$ cat config.mk
export PLATFORM = sky130hd
export DESIGN_NAME = sid_reg_read
export DESIGN_NICKNAME = d
export VERILOG_FILES = /design/src/rtl/sid_pkg.sv /design/src/rtl/sid_pot_adc.sv /design/src/rtl/sid_reg_read.sv
export SDC_FILE = /design/constraint.sdc
export NUM_CORES = 1
export LEC_CHECK = 0
export CORE_MARGIN = 2
export CORE_UTILIZATION = 39
export CTS_BUF_LIST = sky130_fd_sc_hd__clkbuf_4 sky130_fd_sc_hd__clkbuf_8
export CTS_CLUSTER_DIAMETER = 120
export DETAILED_ROUTE_END_ITERATION = 10
export HOLD_SLACK_MARGIN = 0.1
export PLACE_DENSITY = 0.71
export SYNTH_ARGS = -nofsm -noshare
export SYNTH_HDL_FRONTEND = slang
export SYNTH_SLANG_ARGS = --single-unit
$ cat constraint.sdc
create_clock -name CLK -period 2 [get_ports CLK]
set_input_delay 0.4 -clock CLK [delete_from_list [all_inputs] [get_ports CLK]]
set_output_delay 0.4 -clock CLK [all_outputs]
set_load 0.05 [all_outputs]
$ cat src/rtl/sid_pkg.sv
// Shared SID register map: write offsets per voice, read-only offsets and pot timing.
package sid_pkg;

  localparam logic [4:0] REG_V_CTRL   = 5'h04;
  localparam logic [4:0] REG_V_AD     = 5'h05;
  localparam logic [4:0] REG_V_SR     = 5'h06;
  localparam int         VOICE_STRIDE = 7;

  localparam logic [4:0] REG_POTX = 5'h19;
  localparam logic [4:0] REG_POTY = 5'h1A;
  localparam logic [4:0] REG_OSC3 = 5'h1B;
  localparam logic [4:0] REG_ENV3 = 5'h1C;

  localparam int POT_PERIOD = 512;
  localparam int POT_HALF   = 256;

  // Offsets wrap inside the 5-bit register window.
  function automatic logic [4:0] reg_addr(input int base, input logic [4:0] off);
    int sum;
    sum = base + int'(off);
    return sum[4:0];
  endfunction

endpackage

$ cat src/rtl/sid_pot_adc.sv
// One pot digitiser: comparator synchroniser, saturating charge-time count and
// the value register refreshed at the end of every measurement period.
module sid_pot_adc
  import sid_pkg::*;
(
  input  logic       clk_i,
  input  logic       rst_i,
  input  logic       clken_i,
  input  logic       phase_hi_i,
  input  logic       period_end_i,
  input  logic       cmp_i,
  output logic [7:0] value_o
);

  logic       sync1_q;
  logic       sync2_q;
  logic [7:0] count_q;
  logic [7:0] count_d;
  logic [7:0] value_q;
  logic [7:0] value_d;

  // Count only while the cap is charging and still below threshold.
  always_comb begin
    count_d = count_q;
    value_d = value_q;
    if (clken_i) begin
      if (!phase_hi_i) begin
        count_d = 8'h00;
      end else if (!sync2_q && (count_q != 8'hFF)) begin
        count_d = count_q + 8'h01;
      end else begin
        count_d = count_q;
      end
      if (period_end_i) begin
        value_d = count_d;
      end else begin
        value_d = value_q;
      end
    end else begin
      count_d = count_q;
      value_d = value_q;
    end
  end

  always_ff @(posedge clk_i) begin
    if (rst_i) begin
      sync1_q <= 1'b0;
      sync2_q <= 1'b0;
      count_q <= 8'h00;
      value_q <= 8'h00;
    end else begin
      sync1_q <= cmp_i;
      sync2_q <= sync1_q;
      count_q <= count_d;
      value_q <= value_d;
    end
  end

  assign value_o = value_q;

endmodule

$ cat src/rtl/sid_reg_read.sv
// SID read-side responder: pot phase sequencing, bus-decay latch and the
// registered read mux for POTX/POTY/OSC3/ENV3.
module sid_reg_read
  import sid_pkg::*;
#(
  parameter int BASE_ADDR   = 0,
  parameter int DECAY_TICKS = 2000
) (
  input  logic       CLK,
  input  logic       RST,
  input  logic       CLKen,
  input  logic       WR,
  input  logic       RD,
  input  logic [4:0] ADDR,
  input  logic [7:0] DATA_IN,
  output logic [7:0] DATA_OUT,
  input  logic [7:0] OSC3,
  input  logic [7:0] ENV3,
  input  logic       POTX_CMP,
  input  logic       POTY_CMP,
  output logic       POT_DUMP
);

  localparam logic [4:0]  ADDR_POTX    = reg_addr(BASE_ADDR, REG_POTX);
  localparam logic [4:0]  ADDR_POTY    = reg_addr(BASE_ADDR, REG_POTY);
  localparam logic [4:0]  ADDR_OSC3    = reg_addr(BASE_ADDR, REG_OSC3);
  localparam logic [4:0]  ADDR_ENV3    = reg_addr(BASE_ADDR, REG_ENV3);
  localparam logic [15:0] DECAY_RELOAD = 16'(DECAY_TICKS);

  logic [8:0]  phase_q;
  logic [8:0]  phase_d;
  logic        pot_dump_q;
  logic        period_end_s;
  logic [7:0]  potx_s;
  logic [7:0]  poty_s;
  logic [7:0]  latch_q;
  logic [7:0]  latch_d;
  logic [15:0] decay_q;
  logic [15:0] decay_d;
  logic [7:0]  dout_q;
  logic [7:0]  dout_d;
  logic [7:0]  rd_sel_s;

  assign period_end_s = CLKen && (phase_q == 9'd511);

  sid_pot_adc u_potx (
    .clk_i        (CLK),
    .rst_i        (RST),
    .clken_i      (CLKen),
    .phase_hi_i   (phase_q[8]),
    .period_end_i (period_end_s),
    .cmp_i        (POTX_CMP),
    .value_o      (potx_s)
  );

  sid_pot_adc u_poty (
    .clk_i        (CLK),
    .rst_i        (RST),
    .clken_i      (CLKen),
    .phase_hi_i   (phase_q[8]),
    .period_end_i (period_end_s),
    .cmp_i        (POTY_CMP),
    .value_o      (poty_s)
  );

  always_comb begin
    case (ADDR)
      ADDR_POTX: rd_sel_s = potx_s;
      ADDR_POTY: rd_sel_s = poty_s;
      ADDR_OSC3: rd_sel_s = OSC3;
      ADDR_ENV3: rd_sel_s = ENV3;
      default:   rd_sel_s = latch_q;
    endcase
  end

  // A write reloads the latch and wins over a coincident decay tick.
  always_comb begin
    phase_d = phase_q;
    latch_d = latch_q;
    decay_d = decay_q;
    dout_d  = dout_q;
    if (CLKen) begin
      phase_d = phase_q + 9'd1;
    end else begin
      phase_d = phase_q;
    end
    if (WR) begin
      latch_d = DATA_IN;
      decay_d = DECAY_RELOAD;
    end else if (CLKen && (decay_q != 16'd0)) begin
      decay_d = decay_q - 16'd1;
      if (decay_q == 16'd1) begin
        latch_d = 8'h00;
      end else begin
        latch_d = latch_q;
      end
    end else begin
      latch_d = latch_q;
      decay_d = decay_q;
    end
    if (RD && !WR) begin
      dout_d = rd_sel_s;
    end else begin
      dout_d = dout_q;
    end
  end

  always_ff @(posedge CLK) begin
    if (RST) begin
      phase_q    <= 9'd0;
      pot_dump_q <= 1'b1;
      latch_q    <= 8'h00;
      decay_q    <= 16'd0;
      dout_q     <= 8'h00;
    end else begin
      phase_q    <= phase_d;
      pot_dump_q <= ~phase_d[8];
      latch_q    <= latch_d;
      decay_q    <= decay_d;
      dout_q     <= dout_d;
    end
  end

  assign DATA_OUT = dout_q;
  assign POT_DUMP = pot_dump_q;

endmodule

==> results of run 1 <==
-- per-stage QoR --
step                      setup WS (ns)  cells
after detailed placement         -0.347    653
after global placement           -0.312    653
after CTS                        0.0394    669
after global routing           0.000125    669
after floorplan                 -0.0260    454
final                            0.0723    669
-- metal layers --
layer  up-vias  global-route usage (%)  share of wire (%)
met5         -                       0                  0
met2       106                    31.5                 47
met4         0                    7.09                1.8
met3        16                    4.34                6.1
li1       1849                       -                  -
met1      1691                    23.7                 45
-- synthesized netlist by cell type (8+ instances only) --
cell      count
nand4_1       8
inv_1         9
or3_1        11
nand2_1      47
o21ai_0      45
nand3b_1      9
mux2i_1      17
nor2_1       31
clkbuf_1     18
a21oi_1      31
dfxtp_1      78
nor3_1        8
a22o_1        9
-- worst paths after layout --
| check | end | slack (ns) | cells after the start |
|---|---|---|---|
| worst max-delay path | decay_q[10] | 0.07 | 4 |
| worst min-delay path | u_poty.sync2_q | 0.44 | 1 |
| worst max register to register | decay_q[10] | 0.07 | 4 |
| worst min register to register | u_poty.sync2_q | 0.44 | 1 |
-- logic make-up after synthesis --
group | share of synthesized area (%)
muxes | 4.73
adders and majority gates | 1.96
AOI/OAI and AO/OA | 21.5
and+or+nand+nor | 24.8
xor gates and xnor gates | 2.74
buffers and inverters | 3.49
DFF | 40.7
-- power groups by stage --
| stage | Sequential, uW | Combinational [uW] | Clock (uW) |
|---|---|---|---|
| 2_1_floorplan | 1690 | 215 | 0 |
| 5_1_grt | 1630 | 531 | 1460 |
| 3_3_place_gp | 1660 | 460 | 0 |
| 6_report | 1630 | 487 | 1350 |
| 3_5_place_dp | 1660 | 467 | 0 |
| 4_1_cts | 1630 | 476 | 1390 |
-- worst max-delay path: stages (launching register included) --
cell	delay (ns)
dfxtp_1	0.32
or4_4	0.57
or3_4	0.38
or4_1	0.47
a31oi_1	0.13
-- registers in the layout, indices dropped and copies added (netlist names) --
signal / flops
u_poty.sync1_q: 1
u_potx.value_o: 8
u_poty.count_q: 8
phase_q: 9
u_potx.sync2_q: 1
u_poty.value_o: 8
u_potx.sync1_q: 1
DATA_OUT: 8
u_poty.sync2_q: 1
latch_q: 8
decay_q: 16
POT_DUMP: 1
u_potx.count_q: 8
-- area by class of cell --
cell class | instances | share of cell area (%)
clock buffer | 9 | 2.50
clock inverter | 7 | 2.07
inverter | 11 | 0.832
multi-input combinational | 341 | 43.9
sequential | 78 | 31.5
tap | 133 | 3.35
timing repair buffer | 90 | 15.8
-- repair_timing --
action | CTS | global route
pin swaps | 0 | 3
cloned | 0 | 0
resized for setup | 1 | 9
endpoints found under the setup margin | 1 | 11
==> flow_summary.json, run 1 <==
{
  "outcome": "finished, final reports clean",
  "ys_top_cells_by_area": "dfxtp_1 (41%), o21ai_0 (5.9%), nand2_1 (4.6%), mux2i_1 (4.4%), a21oi_1 (4.0%)",
  "synth-seq-area-share_pct": 40.7,
  "setup_viol": 0,
  "final_layout_size_suffix_gt1_share_pct": 14.7,
  "num_io_pins": 45,
  "skew_ns": 0.0117,
  "synth_cells": 454,
  "portBuffers": 44,
  "layout_min_cycle_time_ns": 1.93,
  "mostFrequentLayoutCells": "dfxtp_1 (77), nand2_1 (46), buf_4 (46)",
  "async_flop_share_pct": 0,
  "synth_nets": 496,
  "syn_area_um2": 3830,
  "drt_iter0_markers": 185,
  "initial_core_util_pct": 39.8,
  "antenna_cells": 0,
  "swShare_pct": 26.0,
  "yosysTopAreaCell": "dfxtp_1",
  "critPathArrivalTime_ns": 2.22,
  "design_area_um2": 4960,
  "area_growth_pct": 29.4,
  "post_dp_cell_area_um2": 4690,
  "synth.distinct_cells": 52,
  "cts_sinks": 78,
  "cts_buffer_depth": 2,
  "power_uw": 3470,
  "finalHoldViolCount": 0,
  "final.setup.tns_ns": 0,
  "finalWirelength_mm": 9.75,
  "grt_max_degree": 17,
  "synth_edf_count": 0,
  "die_h_um": 103,
  "synth_top_area_share_pct": 40.7,
  "power_density_nw_per_um2": 699,
  "gp_congestion": 0.923,
  "nFillCells": 951,
  "pwr-share-comb_pct": 14.1,
  "clk_pin_slew_ns": 0.09,
  "layout_commonest_cell": "dfxtp_1",
  "dr.pass1.iters": 5,
  "remaining_drc_errors": 0,
  "cp-start-kind": "flop",
  "worst_ep_required_time_ns": 2.29,
  "drv_cap": 0,
  "cp_max_fo": 5,
  "core-area_um2": 9640,
  "cp-end-kind": "flop",
  "clock_latency_ns": 0.35,
  "dieWidth_um": 103,
  "dieArea_um2": 10600,
  "hpwl_mm": 7.12,
  "timing.hold.ws_ns": 0.442,
  "ctsHoldBuffers": 0,
  "ys.flop_type": "dfxtp_1",
  "vias": 3662,
  "seqCellArea_um2": 1560,
  "period_share_pct": 96.4,
  "relSlewSlack_pct": 52.1,
  "cts_buffers": 9,
  "grt_pass1_wl_mm": 16.0,
  "drv_slew": 0,
  "wl_per_cell_um": 14.6,
  "post_cts_buffers": 0,
  "cts_tree": "built",
  "switching_power_uw": 901,
  "grt_pass1_vias": 3517,
  "hp-class": "reg2reg",
  "clkPwrFrac_pct": 39.0,
  "critPathLaunch": "decay_q[4]",
  "ant_nets": 0,
  "rsz0062_at_grt": "no",
  "gr-total-overflow": 0,
  "num_rows": 36,
  "tightest_slew_ns": 0.717,
  "ir_drop_uv": 397,
  "final_util_pct": 51.5,
  "crit_type": "reg2reg",
  "fmax_mhz": 519,
  "synth_area_per_cell_um2": 8.45,
  "vias_per_cell": 5.47,
  "root_buffer": "clkbuf_8",
  "antenna_found_initial": 0,
  "grtUsageTotal_pct": 18.9,
  "power.leakage_uw": 0.00182,
  "r2r-start": "decay_q[4]",
  "synth.yosys.warnings": 0,
  "intPower_uw": 2560,
  "multi_input_area_um2": 2180,
  "hold_start": "u_poty.sync1_q",
  "cts_htree_levels": 3,
  "nets": 573,
  "synth-seq-cells": 78,
  "p_seq_share_pct": 47.0
}
(Power assumes the default switching activity.)
==> run 2, diff against run 1 <==
Settings changed: MAX_ROUTING_LAYER set to met4.
==> flow_summary.json, run 2 (synthesis gave the netlist of run 1 again) <==
{
  "ir_drop_uv": 396,
  "gr-total-overflow": 0,
  "clock_latency_ns": 0.35,
  "layout_min_cycle_time_ns": 1.93,
  "post_cts_buffers": 0,
  "cts_htree_levels": 3,
  "post_dp_cell_area_um2": 4690,
  "cts_tree": "built",
  "pwr-share-comb_pct": 14.0,
  "drt_iter0_markers": 187,
  "cp-end-kind": "flop",
  "remaining_drc_errors": 0,
  "mostFrequentLayoutCells": "dfxtp_1 (77), nand2_1 (46), buf_4 (46)",
  "grt_pass1_wl_mm": 15.9,
  "grtUsageTotal_pct": 19.5,
  "holdPathStages": 1,
  "wl_per_cell_um": 14.6,
  "dr.pass1.iters": 5,
  "num_io_pins": 45,
  "grt-busiest-layer": "met2",
  "antenna_cells": 0,
  "area_growth_pct": 29.4,
  "regMostFlops": "decay_q",
  "ctsHoldBuffers": 0,
  "setup_viol": 0,
  "vias": 3671,
  "critPathArrivalTime_ns": 2.22,
  "p_seq_share_pct": 47.0,
  "use_met1_pct": 23.6,
  "drv_cap": 0,
  "finalWirelength_mm": 9.76,
  "root_buffer": "clkbuf_8",
  "initial_core_util_pct": 39.8,
  "hp-class": "reg2reg",
  "die_h_um": 103,
  "design_area_um2": 4960,
  "core-area_um2": 9640,
  "cp-start-kind": "flop",
  "vias_per_cell": 5.49,
  "antenna_found_initial": 0,
  "period_share_pct": 96.6,
  "fmax_mhz": 518,
  "tightest_slew_ns": 0.715,
  "swShare_pct": 25.9,
  "cp_max_fo": 5,
  "dieArea_um2": 10600,
  "num_rows": 36,
  "crit_type": "reg2reg",
  "relSlewSlack_pct": 52.2,
  "grt_pass1_vias": 3516,
  "layout_commonest_cell": "dfxtp_1",
  "power.leakage_uw": 0.00182,
  "cts_buffers": 9,
  "power_density_nw_per_um2": 698,
  "dieWidth_um": 103,
  "timing.hold.ws_ns": 0.442,
  "intPower_uw": 2560,
  "grt_max_degree": 17,
  "drv_slew": 0,
  "switching_power_uw": 898,
  "cts_sinks": 78,
  "worst_ep_required_time_ns": 2.29,
  "grt_use_met2_pct": 31.6,
  "ant_nets": 0,
  "cts_buffer_depth": 2,
  "largestRegisters": "decay_q x16, phase_q x9",
  "clk_pin_slew_ns": 0.09,
  "gp_congestion": 0.940,
  "power_uw": 3460,
  "nets": 573,
  "use_met3_pct": 4.75,
  "nFillCells": 951,
  "final_layout_size_suffix_gt1_share_pct": 14.7,
  "outcome": "finished, final reports clean",
  "finalHoldViolCount": 0,
  "skew_ns": 0.0112,
  "hpwl_mm": 7.12,
  "rsz0062_at_grt": "no",
  "clkPwrFrac_pct": 39.0,
  "largest_register_ffs": 16,
  "portBuffers": 44,
  "reg2reg_depth": 4
}
-- run 2: cell counts in the layout (fill, tap and decap cells not counted) --
Identical to the previous run, type by type.
-- run 2: power by group through the flow --
stage | clock [uW] | sequential [uW] | combinational, uW
global route | 1460 | 1630 | 531
global placement | 0 | 1660 | 460
finish | 1350 | 1630 | 486
detailed placement | 0 | 1660 | 467
CTS | 1390 | 1630 | 476
floorplan | 0 | 1690 | 215
-- run 2: critical path: stages (launching register included) --
cell and delay [ns]:
dfxtp_1 0.32, or4_4 0.57, or3_4 0.38, or4_1 0.47, a31oi_1 0.13
-- run 2: per-stage QoR --
stage | instances | worst slack [ns] | setup TNS (ns) | utilization, %
2_1_floorplan | 454 | -0.0260 | -0.0260 | -
3_3_place_gp | 653 | -0.312 | -6.94 | 48.7
3_5_place_dp | 653 | -0.347 | -8.43 | 48.7
4_1_cts | 669 | 0.0394 | 0 | 51.1
5_1_grt | 669 | 0.00351 | 0 | 51.5
6_report | 669 | 0.0683 | 0 | 51.5
-- run 2: area by class of cell --
class	instances	area (um2)	share of cell area (%)
timing repair buffer	90	786	15.8
multi-input combinational	341	2180	43.9
sequential	78	1560	31.5
tap	133	166	3.35
clock inverter	7	103	2.07
inverter	11	41.3	0.832
clock buffer	9	124	2.50
-- run 2: repair_timing --
action,in CTS,in global routing
endpoints found under the setup margin,1,9
gates cloned,0,0
pin swaps,0,3
endpoints found under the hold margin,0,0
resized for setup,1,9
-- run 2: worst paths after layout --
| kind | end | from | slack (ns) |
|---|---|---|---|
| hold / removal | u_poty.sync2_q | u_poty.sync1_q | 0.44 |
| setup reg to reg | decay_q[10] | decay_q[4] | 0.07 |
| hold reg to reg | u_poty.sync2_q | u_poty.sync1_q | 0.44 |
| setup / recovery | decay_q[10] | decay_q[4] | 0.07 |
-- run 2: routing by layer --
metal  vias to the layer above  share of wire (%)
li1                       1847                  -
met1                      1701                 45
met2                       107                 47
met3                        16                6.3
met4                         0                1.8
met5                         -                  0
==> run 3, diff against run 2 <==
Settings changed: CTS_CLUSTER_DIAMETER 120 to 80.
==> results of run 3 <==
No change in the layout: final DEF, timing and power equal those of run 2.
